**src/rtl/ct_spsram_2048x32_ctrl.sv**
```systemverilog
// Request-side controller for the 2048x32 single-port SRAM wrapper: fills the array with
// INIT_VAL after reset or inv_req, then issues reads/writes in order with a response FIFO.
module ct_spsram_2048x32_ctrl #(
    parameter int unsigned           ADDR_WIDTH = 11,
    parameter int unsigned           DATA_WIDTH = 32,
    parameter logic [DATA_WIDTH-1:0] INIT_VAL   = '0,
    parameter int unsigned           RSP_DEPTH  = 4
) (
    input  logic                    forever_cpuclk,
    input  logic                    cpurst_b,
    input  logic                    inv_req,
    output logic                    init_busy,
    input  logic                    req_vld,
    output logic                    req_rdy,
    input  logic                    req_wr,
    input  logic [ADDR_WIDTH-1:0]   req_addr,
    input  logic [DATA_WIDTH-1:0]   req_wdata,
    input  logic [DATA_WIDTH/8-1:0] req_bmask,
    output logic                    rsp_vld,
    input  logic                    rsp_rdy,
    output logic [DATA_WIDTH-1:0]   rsp_data,
    output logic [ADDR_WIDTH-1:0]   sram_a,
    output logic                    sram_cen,
    output logic                    sram_gwen,
    output logic [DATA_WIDTH-1:0]   sram_wen,
    output logic [DATA_WIDTH-1:0]   sram_d,
    input  logic [DATA_WIDTH-1:0]   sram_q
);

    localparam int unsigned BMASK_WIDTH = DATA_WIDTH / 8;
    localparam int unsigned PTR_WIDTH   = $clog2(RSP_DEPTH);
    localparam int unsigned OCC_WIDTH   = PTR_WIDTH + 1;

    typedef enum logic {StInit = 1'b0, StIdle = 1'b1} state_e;

    state_e                  state_q, state_d;
    logic [ADDR_WIDTH-1:0]   cnt_q, cnt_d;
    logic [OCC_WIDTH-1:0]    occ_q, occ_d;
    logic                    rd_tag1_q, rd_tag1_d, rd_tag2_q;

    logic [ADDR_WIDTH-1:0]   a_q, a_d;
    logic                    cen_q, cen_d;
    logic                    gwen_q, gwen_d;
    logic [DATA_WIDTH-1:0]   wen_q, wen_d;
    logic [DATA_WIDTH-1:0]   d_q, d_d;

    logic [DATA_WIDTH-1:0]   mem_q [RSP_DEPTH];
    logic [PTR_WIDTH-1:0]    wr_ptr_q, rd_ptr_q;
    logic [PTR_WIDTH:0]      fill_q;

    logic hs, rd_hs, wr_hs, push, pop;

    assign req_rdy   = (state_q == StIdle) && (occ_q < OCC_WIDTH'(RSP_DEPTH));
    assign init_busy = (state_q == StInit);
    assign hs        = req_vld && req_rdy;
    assign rd_hs     = hs && !req_wr;
    assign wr_hs     = hs && req_wr && (|req_bmask);
    // Q for a read is valid one cycle after the SRAM samples it, i.e. two edges after the
    // handshake; the second tag stage lines the push up with that.
    assign push      = rd_tag2_q;
    assign pop       = rsp_vld && rsp_rdy;

    assign rsp_vld   = (fill_q != '0);
    assign rsp_data  = mem_q[rd_ptr_q];

    assign sram_a    = a_q;
    assign sram_cen  = cen_q;
    assign sram_gwen = gwen_q;
    assign sram_wen  = wen_q;
    assign sram_d    = d_q;

    always_comb begin
        state_d   = state_q;
        cnt_d     = cnt_q;
        a_d       = a_q;
        d_d       = d_q;
        cen_d     = 1'b1;
        gwen_d    = 1'b1;
        wen_d     = '1;
        rd_tag1_d = 1'b0;
        case (state_q)
            StInit: begin
                a_d    = cnt_q;
                d_d    = INIT_VAL;
                cen_d  = 1'b0;
                gwen_d = 1'b0;
                wen_d  = '0;
                cnt_d  = cnt_q + ADDR_WIDTH'(1);
                if (cnt_q == '1) begin
                    state_d = StIdle;
                end
            end
            StIdle: begin
                if (rd_hs) begin
                    a_d       = req_addr;
                    cen_d     = 1'b0;
                    rd_tag1_d = 1'b1;
                end else if (wr_hs) begin
                    a_d    = req_addr;
                    d_d    = req_wdata;
                    cen_d  = 1'b0;
                    gwen_d = 1'b0;
                    for (int i = 0; i < BMASK_WIDTH; i++) begin
                        wen_d[8*i +: 8] = {8{~req_bmask[i]}};
                    end
                end
                // The request above still issues; init writes begin on the next edge.
                if (inv_req) begin
                    state_d = StInit;
                    cnt_d   = '0;
                end
            end
            default: state_d = StInit;
        endcase
    end

    always_comb begin
        occ_d = occ_q;
        case ({rd_hs, pop})
            2'b10:   occ_d = occ_q + OCC_WIDTH'(1);
            2'b01:   occ_d = occ_q - OCC_WIDTH'(1);
            default: occ_d = occ_q;
        endcase
    end

    always_ff @(posedge forever_cpuclk or negedge cpurst_b) begin
        if (!cpurst_b) begin
            state_q   <= StInit;
            cnt_q     <= '0;
            occ_q     <= '0;
            rd_tag1_q <= 1'b0;
            rd_tag2_q <= 1'b0;
            a_q       <= '0;
            cen_q     <= 1'b1;
            gwen_q    <= 1'b1;
            wen_q     <= '1;
            d_q       <= '0;
        end else begin
            state_q   <= state_d;
            cnt_q     <= cnt_d;
            occ_q     <= occ_d;
            rd_tag1_q <= rd_tag1_d;
            rd_tag2_q <= rd_tag1_q;
            a_q       <= a_d;
            cen_q     <= cen_d;
            gwen_q    <= gwen_d;
            wen_q     <= wen_d;
            d_q       <= d_d;
        end
    end

    // occ bounds reads in flight plus stored entries, so a push never finds the FIFO full.
    always_ff @(posedge forever_cpuclk or negedge cpurst_b) begin
        if (!cpurst_b) begin
            for (int i = 0; i < RSP_DEPTH; i++) begin
                mem_q[i] <= '0;
            end
            wr_ptr_q <= '0;
            rd_ptr_q <= '0;
            fill_q   <= '0;
        end else begin
            if (push) begin
                mem_q[wr_ptr_q] <= sram_q;
                wr_ptr_q        <= wr_ptr_q + PTR_WIDTH'(1);
            end
            if (pop) begin
                rd_ptr_q <= rd_ptr_q + PTR_WIDTH'(1);
            end
            case ({push, pop})
                2'b10:   fill_q <= fill_q + (PTR_WIDTH+1)'(1);
                2'b01:   fill_q <= fill_q - (PTR_WIDTH+1)'(1);
                default: fill_q <= fill_q;
            endcase
        end
    end

endmodule

```
**config.mk**
```make
export PLATFORM = sky130hd
export DESIGN_NAME = ct_spsram_2048x32_ctrl
export DESIGN_NICKNAME = d
export VERILOG_FILES = /design/src/rtl/ct_spsram_2048x32_ctrl.sv
export SDC_FILE = /design/constraint.sdc
export NUM_CORES = 1
export LEC_CHECK = 0
export CAP_MARGIN = 25
export CORE_UTILIZATION = 53
export CTS_BUF_LIST = sky130_fd_sc_hd__clkbuf_4 sky130_fd_sc_hd__clkbuf_8
export DETAILED_ROUTE_END_ITERATION = 6
export PLACE_DENSITY_LB_ADDON = 0.05
export SYNTH_ARGS = -nofsm -noshare
export SYNTH_HDL_FRONTEND = slang
export SYNTH_SLANG_ARGS = --single-unit
export TNS_END_PERCENT = 50
```
**constraint.sdc**
```tcl
create_clock -name forever_cpuclk -period 2.3 [get_ports forever_cpuclk]
set_input_delay 0.23 -clock forever_cpuclk [delete_from_list [all_inputs] [get_ports forever_cpuclk]]
set_output_delay 0.23 -clock forever_cpuclk [all_outputs]
set_load 0.02 [all_outputs]
```
== After elaboration in Yosys (flattened, before gate mapping) ==
Cells that the tools add are included.
Operators by class
  add/subtract/negate cells: 7
  multipliers: 0
  div/mod/pow operators: 0
  magnitude comparators: 4
  equal/unequal tests: 9
  shift-type cells: 0
  mux-type cells: 29
  bitwise operators: 7
  reductions and logical operators: 13
Operators by type and width (number)
  2-to-1 mux 32 bit: 7
  bitwise mux 128 bit: 1
  case mux 32 bit (2 select lines): 2
  binary-select mux 32 bit (select 2 bit): 1
  demux 32 bit (select 2 bit): 1
  case mux 11 bit (2 select lines): 2
  2-to-1 mux 11 bit: 3
  case mux 3 bit (2 select lines): 2
  adder 11 x 1 -> 11 bit (second input constant): 1
  equality test 11 bit (second input constant): 1
  logical AND 1 bit: 7
  2-to-1 mux 1 bit: 7
  adder 3 x 1 -> 3 bit (second input constant): 2
  greater-or-equal comparator 3 bit (second input constant): 2
  inverter 2 -> 3 bit: 2
  case mux 1 bit (2 select lines): 3
  subtractor 3 x 1 -> 3 bit (second input constant): 2
  inverter 1 bit: 5
  adder 2 x 1 -> 2 bit (second input constant): 2
  equality test 2 x 1 -> 1 bit (second input constant): 2
  equality test 2 bit (second input constant): 2
  inequality test 2 bit (second input constant): 2
  nonzero test 2 bit: 2
  OR reduction 4 bit: 1
  7 further kinds: 7
Word-level totals
  flip-flop bits (word level): 229
  bits in latches: 0
  bits in writable memories: 0
  memory bits (read-only): 0
  input bits: 85
  output and inout bits: 112
  logic and storage cells: 86
  memories kept: 0

== Depth between registers and ports, before layout ==
  depth in word-level cells: 8
  mapped depth: 11

== Worst setup path before layout ==
Ideal clock, no wire load.
  kind: register to register
  from: register state_q
  to: register occ_q[2]
  arrival time: 1.978 ns
  data required time: 2.221 ns
  setup slack: 0.243 ns
  stages on the path, launching flop included: 12
  cell sequence: dfrtp_1 > buf_2 > nand3b_1 > clkbuf_1 > nor2_1 > inv_1 > ha_1 > inv_1 > fa_1 > xor2_1 > nor2_1 > xor2_1
On the way
  word-level cells in the longest chain between the ends: 5
Ends and longest elaborated chain
  from (decl): RTL line 36  | state_e state_q, state_d;
  from (signal assigned): RTL line 128  | state_q <= StInit;
  from (signal assigned): RTL line 139  | state_q <= state_d;
  logical AND 1 bit (*): RTL line 53  | assign req_rdy = (state_q == StIdle) && (occ_q < OCC_WIDTH'(RSP_DEPTH));
  logical AND 1 bit (*): RTL line 55  | assign hs = req_vld && req_rdy;
  logical AND 1 bit (*): RTL line 56  | assign rd_hs = hs && !req_wr;
  equality test 2 x 1 -> 1 bit / equality test 2 bit (equally long branches): RTL line 119  | case ({rd_hs, pop})
  case mux 3 bit (2 select lines) / nonzero test 2 bit (equally long branches)
  to (signal assigned): RTL line 130  | occ_q <= '0;
  to (signal assigned): RTL line 141  | occ_q <= occ_d;
  to (decl): RTL line 38  | logic [OCC_WIDTH-1:0] occ_q, occ_d;
Mark *: on every way between the ends. The rest lies on a longest branch, timed or not.
A chain may end at the register's enable or synchronous reset.

== Worst setup path after layout ==
  from: register rd_ptr_q[0]
  to: output rsp_data[25]
On the way
  word-level cells in the longest chain between the ends: 4
Ends and longest elaborated chain
  from (decl): RTL line 48  | logic [PTR_WIDTH-1:0] wr_ptr_q, rd_ptr_q;
  from (signal assigned): RTL line 167  | rd_ptr_q <= rd_ptr_q + PTR_WIDTH'(1);
  inverter 2 -> 3 bit (not written as such): RTL line 64  | assign rsp_data = mem_q[rd_ptr_q];
  binary-select mux 32 bit (select 2 bit): RTL line 64
  2-to-1 mux 32 bit (not written as such) (2 in series): RTL line 64
  to (decl): RTL line 21  | output logic [DATA_WIDTH-1:0] rsp_data,
Every way passes these cells. The select of a mux whose other input is x is not followed.

==> results.md <==
- Effective utilization at floorplan: 54.7%
- Terminus of the critical flop-to-flop path: occ_q[2]
- Final setup violation count: 0
- Min Clock Period, post-route: 2230 ps
- Peak clock frequency supported by timing: 0.448 GHz
- Slew headroom: 66.0%
- Number of DRC markers in iteration 0: 242
- Most common library cell in the layout ignoring fill and taps: sky130_fd_sc_hd__dfrtp_1
- Synth Cell Area: 9130 um2
- Via-per-instance ratio: 5.57
- Global-route wire length before repair: 34.0 mm
- Transition time at the pin with the least slew margin: 509 ps
- # rows: 47
- Net count after synthesis: 775
- Post-placement cell area: 11200 um2
- Clock buffer count from CTS: 34
- Overall die width: 133 um
- Critical Path Sink: rsp_data[25]
- Hold Violations, Final: 0
- CTS root buffer: sky130_fd_sc_hd__clkbuf_8
- Commonest cells after routing, fill and taps aside: sky130_fd_sc_hd__dfrtp_1, sky130_fd_sc_hd__clkdlybuf4s50_1, sky130_fd_sc_hd__mux2_2, sky130_fd_sc_hd__nand2_1, sky130_fd_sc_hd__clkbuf_8
- TritonCTS sink count: 201
- Startpoint type of the worst setup path: flop
- Post-route cell area: 11900 um2
- Post-placement worst setup slack: 115 ps
- Floorplan Core Area: 16700 um2
- Final Max Slew Viols: 0
- Aggregate global routing overflow: 0
- # placed instances: 1041
- Worst path required time: 2070 ps
- TritonRoute pass-1 iters: 4
- Routability congestion estimate from global placement: 0.783
- Result of the run: finished clean
- Maximum clock path buffer count: 3
- Post-layout instance count excluding filler cells: 1103
- Dominant synthesized flop cell: sky130_fd_sc_hd__dfrtp_1
- Total via count in the routed design: 6139
- Synth Area per Inst: 13.4 um2
- Power density normalized to cell area: 904 nW/um2
- TritonCTS clock tree: done
- Routed Antenna Nets: 0
- Uppermost metal layer occupied by signal nets: met4
- Number of H-tree levels: 2
- Number of antenna cells inserted: 0
- Number of antenna violations at the first check in global routing: 0
- Proportion of layout cells with a drive suffix above 1: 31.6%
- Number of warning messages in the yosys log: 0
- Worst Hold Class: in -> async
- Latest clock arrival within the worst-skew pair: 510 ps
- Met2 wire length: 10.7 mm
- Seq/Total Area, Yosys: 55.2%
- Largest net degree at the start of global routing: 97
- # DRC: 0
- Met3 routed wirelength: 1.35 mm
- CP Data Arrival Time: 2000 ps
- Leakage component of the power: 5.01 nW
- Post-route met1 wirelength: 8.45 mm
- Worst Setup End Kind: primary output
- Highest ir drop seen on vdd: 458 uV
- Number of synthesized flops with an enable pin: 0
- Final Cycle Share: 97.1%
- First element of the critical path: rd_ptr_q[0]
- Relative area change from synthesis to final layout: 30.2%
- Category of the most critical setup path: reg -> out
- Minimum setup slack in the final design: 67.4 ps
- Max-Cap Viols: 0
- Total detailed-routing wirelength: 20.9 mm
- I/O pin total: 197
- Startpoint of the worst register-to-register path: occ_q[2]
- Share of async-settable or async-resettable flops after synthesis: 100%
- Reg2reg path depth: 9
- Die outline area: 17800 um2
- Port-buffer cells: 196
- Final clock skew: 11.9 ps
- Number of distinct standard cells referenced by the synthesized netlist: 48
- Final standard cell utilization of the core: 71.2%
- Largest fanout of any net on the critical path: 13
- R2r setup slk: 330 ps
- Synthesized instance count: 681
- Via count of the first global-routing pass: 6705
- Final nets: 953
- HPWL reported at the end of detailed placement: 13.6 mm
- Average wire per cell in the routed design: 19.0 um
- Yosys reg bits: 201
- Clock-pin transition on the worst setup and hold timing paths: 60 ps
- Overall Power: 10.7 mW
- Die Span Y: 133 um
- GRT Total Usage: 24.6%
==> cell families after synthesis <==
kind of cell	count (synthesis)	synth area share (%)
DFF	201	55.2
muxes	162	23.9
and+or+nand+nor	122	6.39
buffers and inverters	100	5.88
adders and majority gates	9	1.40
AOI/OAI and AO/OA	75	6.10
xor gates and xnor gates	12	1.15
==> sequential cells by signal, indices dropped and copies added (netlist names) <==
register   cells
mem_q        128
sram_d        32
cnt_q         11
sram_a        11
sram_wen       4
fill_q         3
occ_q          3
rd_ptr_q       2
wr_ptr_q       2
push           1
rd_tag1_q      1
sram_cen       1
sram_gwen      1
state_q        1
==> cells in the mapped netlist, types with 2 or more instances <==
cell type	count	share of area, %
sky130_fd_sc_hd__nand3b_1	4	0.33
sky130_fd_sc_hd__buf_1	4	0.16
sky130_fd_sc_hd__nand2_1	47	1.9
sky130_fd_sc_hd__xor2_1	7	0.67
sky130_fd_sc_hd__ha_1	7	0.96
sky130_fd_sc_hd__mux4_2	32	7.9
sky130_fd_sc_hd__buf_2	18	0.99
sky130_fd_sc_hd__clkbuf_1	21	0.86
sky130_fd_sc_hd__mux2_2	128	16
sky130_fd_sc_hd__or3_1	3	0.21
sky130_fd_sc_hd__buf_6	4	0.49
sky130_fd_sc_hd__mux2i_1	2	0.22
sky130_fd_sc_hd__a21oi_1	4	0.22
sky130_fd_sc_hd__nand3_1	38	2.1
sky130_fd_sc_hd__fa_1	2	0.44
sky130_fd_sc_hd__and3_1	2	0.14
sky130_fd_sc_hd__or4_1	2	0.16
sky130_fd_sc_hd__o21ai_2	21	2.0
sky130_fd_sc_hd__o211ai_1	2	0.16
sky130_fd_sc_hd__nor2_1	14	0.58
sky130_fd_sc_hd__a311o_1	2	0.22
sky130_fd_sc_hd__nand4_1	4	0.27
sky130_fd_sc_hd__inv_1	24	0.99
sky130_fd_sc_hd__dfrtp_1	195	53
sky130_fd_sc_hd__o22ai_1	4	0.27
sky130_fd_sc_hd__o21ai_1	8	0.44
sky130_fd_sc_hd__buf_4	29	2.4
sky130_fd_sc_hd__a211oi_1	19	1.6
sky130_fd_sc_hd__dfstp_2	6	1.7
sky130_fd_sc_hd__o21ai_0	6	0.33
sky130_fd_sc_hd__xnor2_1	5	0.48
==> layer usage <==
layer	track usage, %	up-vias
met2	42.3	206
met1	29.6	3125
met4	8.96	0
li1	-	2775
met3	6.93	33
met5	0	-
==> worst min path at each step <==
| stage | slack [ps] | depth (start not counted) | to | from |
|---|---|---|---|---|
| 6_report | 230 | 2 | mem_q[72] | cpurst_b |
| 5_1_grt | 240 | 2 | sram_a[6] | cpurst_b |
| 4_1_cts | 220 | 2 | sram_a[6] | cpurst_b |
| 3_5_place_dp | 200 | 1 | mem_q[72] | cpurst_b |
| 3_3_place_gp | 190 | 1 | mem_q[104] | cpurst_b |
| 2_1_floorplan | -70 | 0 | cnt_q[0] | cpurst_b |
==> stage by stage <==
stage | setup TNS, ps | hold slack, ps
after global routing | -12.2 | 236
after CTS | 0 | 223
after floorplan | 0 | -65.6
after detailed placement | 0 | 197
after global placement | 0 | 188
final | 0 | 233
==> layout make-up <==
type                    instances  area [um2]
repair buffers                218        2200
fillers                      1134        4810
multi-input cells             380        3550
well taps                     220         275
flip-flops and latches        201        5040
inverters                      24        90.1
clock buffers                  60         732
==> where the power goes <==
| part | switching (mW) | leakage [nW] | internal, mW |
|---|---|---|---|
| sequential | 0.321 | 2.42 | 3.90 |
| clock | 1.34 | 0.393 | 1.98 |
| combinational | 1.59 | 2.20 | 1.61 |
==> what timing repair did <==
item / 4_1_cts / 5_1_grt
hold buffers: 1 / 0
endpoints found under the hold margin: 41 / 0
setup endpoints to repair: 33 / 20
gates resized for setup: 33 / 36
setup buffers: 0 / 0
cloned: 0 / 1
==> critical path, cell delays in order (launching register included) <==
cell and delay [ps]:
sky130_fd_sc_hd__dfrtp_2 460, sky130_fd_sc_hd__buf_12 200, sky130_fd_sc_hd__mux4_2 520, sky130_fd_sc_hd__clkdlybuf4s15_1 320
(Power assumes the default switching activity.)
